`config.mk`:
```
export PLATFORM = sky130hd
export DESIGN_NAME = button_debouncer
export DESIGN_NICKNAME = d
export VERILOG_FILES = /design/src/rtl/button_debouncer.sv
export SDC_FILE = /design/constraint.sdc
export NUM_CORES = 1
export LEC_CHECK = 0
export BUFFER_PORTS_ARGS = -buffer_cell sky130_fd_sc_hd__buf_2
export CORE_UTILIZATION = 45
export DETAILED_ROUTE_END_ITERATION = 7
export GPL_TIMING_DRIVEN = 0
export PLACE_DENSITY = 0.7
export SYNTH_ARGS = -nofsm -noshare
export SYNTH_HDL_FRONTEND = slang
export SYNTH_SLANG_ARGS = --single-unit
```
`constraint.sdc`:
```
create_clock -name clk -period 1.9 [get_ports clk]
set_input_delay 0.19 -clock clk [delete_from_list [all_inputs] [get_ports clk]]
set_output_delay 0.19 -clock clk [all_outputs]
set_load 0.01 [all_outputs]
```
`src/rtl/button_debouncer.sv`:
```
// Multi-channel push-button debouncer: 2-FF sync, stability counter, edge strobes.
// Optional long-press strobe when BUTTON_DEBOUNCER_HOLD_EN is defined.
module button_debouncer #(
   parameter int WIDTH    = 1,
   parameter int CNT_MAX  = 50000,
   parameter int CW       = 16,
   parameter int HOLD_MAX = 1000000,
   parameter int HW       = 24
) (
   input  logic             clk,
   input  logic             rst,
   input  logic [WIDTH-1:0] btn_raw,
   output logic [WIDTH-1:0] btn_db,
   output logic [WIDTH-1:0] rise,
   output logic [WIDTH-1:0] fall,
   output logic [WIDTH-1:0] hold
);

   localparam logic [CW-1:0] CNT_LAST = CW'(CNT_MAX - 1);

   if (CNT_MAX < 1 || CNT_MAX > (1 << CW) - 1) begin : g_bad_cnt
      $error("button_debouncer: CNT_MAX out of range for CW");
   end
   if (HOLD_MAX < 1 || HOLD_MAX > (1 << HW) - 1) begin : g_bad_hold
      $error("button_debouncer: HOLD_MAX out of range for HW");
   end

   logic [WIDTH-1:0] s1;
   logic [WIDTH-1:0] s2;
   logic [CW-1:0]    cnt [WIDTH];

   always_ff @(posedge clk) begin
      if (rst) begin
         s1     <= '0;
         s2     <= '0;
         btn_db <= '0;
         rise   <= '0;
         fall   <= '0;
         for (int i = 0; i < WIDTH; i++) cnt[i] <= '0;
      end else begin
         s1   <= btn_raw;
         s2   <= s1;
         rise <= '0;
         fall <= '0;
         for (int i = 0; i < WIDTH; i++) begin
            if (s2[i] == btn_db[i]) begin
               cnt[i] <= '0;
            end else if (cnt[i] == CNT_LAST) begin
               btn_db[i] <= s2[i];
               cnt[i]    <= '0;
               rise[i]   <= s2[i];
               fall[i]   <= ~s2[i];
            end else begin
               cnt[i] <= cnt[i] + 1'b1;
            end
         end
      end
   end

`ifdef BUTTON_DEBOUNCER_HOLD_EN
   localparam logic [HW-1:0] HOLD_LAST = HW'(HOLD_MAX - 1);

   logic [HW-1:0]    hcnt [WIDTH];
   logic [WIDTH-1:0] fired;

   // One strobe per press: fired blocks re-arming until btn_db drops.
   always_ff @(posedge clk) begin
      if (rst) begin
         hold  <= '0;
         fired <= '0;
         for (int i = 0; i < WIDTH; i++) hcnt[i] <= '0;
      end else begin
         hold <= '0;
         for (int i = 0; i < WIDTH; i++) begin
            if (!btn_db[i]) begin
               hcnt[i]  <= '0;
               fired[i] <= 1'b0;
            end else if (!fired[i]) begin
               if (hcnt[i] == HOLD_LAST) begin
                  hold[i]  <= 1'b1;
                  fired[i] <= 1'b1;
               end else begin
                  hcnt[i] <= hcnt[i] + 1'b1;
               end
            end
         end
      end
   end
`else
   assign hold = '0;
`endif

endmodule

```
==> flow_summary.yaml <==
die:
  die_y_um: 50.8
  die_area_um2: 2580
  rows: 17
  start_util: 0.480
  io_pins: 7
  die_x_um: 50.8
  coreArea_um2: 2230
job:
  maxCapViolations: 0
yosys:
  syn_area_um2: 1070
  yosys.cell_count.top_type: "nor2_1"
  ys_seq_elements: 21
  seq_area_frac_synth: 0.541
  synth_cell_types: 26
  synth_top_area_share: 0.448
  syn_inst: 94
  synth.avg_cell_area_um2: 11.4
  synth_commonest_cells: "nor2_1, edfxtp_1, xnor2_1"
  synth_area_leaders: "edfxtp_1, xnor2_1, dfxtp_1"
  yosysWarnings: 0
  async_reset_ff_frac: 0
  synth-edff-count: 16
  synth_area_leader_cell: "edfxtp_1"
  synth_flop_cell: "edfxtp_1"
placed_design:
  hpwl_um: 1310
  gp_congestion: 0.751
  port_buffers: 5
clock_network:
  insertion_delay_ps: 310
  cts-root-buf: "clkbuf_4"
  path_clk_slew_ps: 120
  cts.hold.buffers_added: 0
  cts_sinks: 21
  tritoncts: "done"
  cts_htree_levels: 1
  clockBufferDepth: 2
  numCtsBuffers: 3
min_path:
  min_path_type: "input pin to register"
  hold_depth: 2
global_route:
  grt-ovfl-total: 0
  grtUsageTotal: 0.168
  grt_first_pass_wirelength_um: 3070
  grt_pass1_vias: 734
  antenna_found_initial: 0
  grt_max_degree: 13
drt:
  vias: 719
  first_pass_iters: 4
  vias_per_cell: 4.89
  wl_um: 1760
  wire_per_inst_um: 11.9
  first_iter_violations: 15
  drc: 0
  ant_nets: 0
pwr:
  finalPower_uw: 788
  ir_drop_mv: 0.511
  p_per_area_nw_per_um2: 640
  leakagePower_nw: 0.432
cells_and_area:
  syn_to_final_growth_pct: 14.8
  fin_nets: 124
  antenna_cells: 0
  layout-drive-gt1-share: 0.160
timing:
  hold_violations: 0
  rsz0062_at_grt: "no"
  skew_ps: 7.54
  drv_slew: 0
  setup_viol: 0
  period_needed_ps: 1710
  fin_crit_sh: 0.900
  tns_ps: 0
  max_freq_mhz: 584
setup_path:
  path_class: "register to register"
  cp_data_required_time_ps: 1970
  crit_fanout: 10
  crit_path_end_kind: "register"
  critPathArrivalTime_ps: 1780
  cp-start-kind: "register"
  worstRegToRegCells: 6
outcome:
  outcome: "completed"
-- area by class of cell --
| class | instances | area (um^2) |
|---|---|---|
| Fill cell | 208 | 1000 |
| Sequential cell | 21 | 581 |
| Multi-Input combinational cell | 83 | 526 |
| Tap cell | 28 | 35.0 |
| Timing Repair Buffer | 6 | 32.5 |
| Clock buffer | 3 | 22.5 |
| Buffer | 2 | 18.8 |
| Inverter | 3 | 11.3 |
| Clock inverter | 1 | 5.00 |
-- cells by family (layout without fill, tap and decap cells) --
family,Yosys count,in the layout,synth area share
simple gates,49,49,0.280
flops,21,21,0.541
xor+xnor,15,15,0.123
buf+inv,5,15,0.0280
other cells,2,17,0.00700
fa+ha+maj,1,1,0.0117
mux,1,1,0.00934
-- state kept, by name, summed over array words and instances, names as in the netlist --
signal and count:
btn_db 1, cnt 16, fall 1, rise 1, s1 1, s2 1
-- per-layer routing --
layer  track usage  wire, um  vias up
met5             0         0        -
met4        0.0972        28        0
met1         0.195       777      343
met3        0.0357        37        4
met2         0.287       911       11
li1              -         -      361
-- critical path, cell delays in order, from the launching register on --
cell,delay [ps]
edfxtp_1,420
ha_1,260
nand3_4,140
nand4b_1,260
nand2_2,170
buf_6,160
nor2_1,50
-- metrics by stage --
stage          std cells  setup slack, ps  utilization  area [um^2]  hold slack [ps]
3_3_place_gp         142             56.8        0.532         1190              410
4_1_cts              147              115        0.548         1220             82.8
2_1_floorplan        109              294            -         1130              262
6_report             147              189        0.551         1230             95.3
3_5_place_dp         142             7.26        0.532         1190              429
5_1_grt              147             65.7        0.551         1230              107
-- timing repair --
item / in CTS / in global routing
buffers inserted: 1 / 0
pin swaps: 0 / 0
setup endpoints to repair: 9 / 2
gates resized for setup: 0 / 1
-- cells in the final DEF, fill, tap and decap left out --
master    synthesis  routed
nand4b_1          1       1
and4bb_1          1       1
xor2_1            1       1
nand4_1           2       2
nor3_1            4       4
nand3_1           4       4
dfxtp_1           5       5
nand4_4           1       1
buf_6             1       1
mux2i_1           1       1
ha_1              1       1
nand2_2           1       1
nor4_2            3       3
xnor2_1          14      14
nand3_4           0       1
conb_1            2      17
buf_4             1       2
nor2_1           21      21
and3_1            1       1
buf_2             0       5
nor4bb_1          1       1
nand2_1           3       3
clkinv_2          0       1
clkbuf_4          0       3
nor4b_1           2       2
nor4b_2           1       1
nor2b_1           2       2
inv_1             3       3
edfxtp_1         16      16
-- where the power goes --
group | internal [mW] | total [mW] | switching (mW)
Sequential | 0.510 | 0.531 | 0.0207
Clock | 0.0786 | 0.216 | 0.137
Combinational | 0.0200 | 0.0418 | 0.0219
Total | 0.609 | 0.788 | 0.180
-- path summary, 6_finish.rpt --
path	from	to	slack, ps
max	cnt[0][0]$_SDFFCE_PN0P_	cnt[0][11]$_SDFFCE_PN0P_	190
min	btn_raw	s1$_SDFF_PP0_	100
max reg2reg	cnt[0][0]$_SDFFCE_PN0P_	cnt[0][11]$_SDFFCE_PN0P_	190
min reg2reg	s1$_SDFF_PP0_	s2$_SDFF_PP0_	480
No activity file was read; power rests on OpenSTA's default activity.
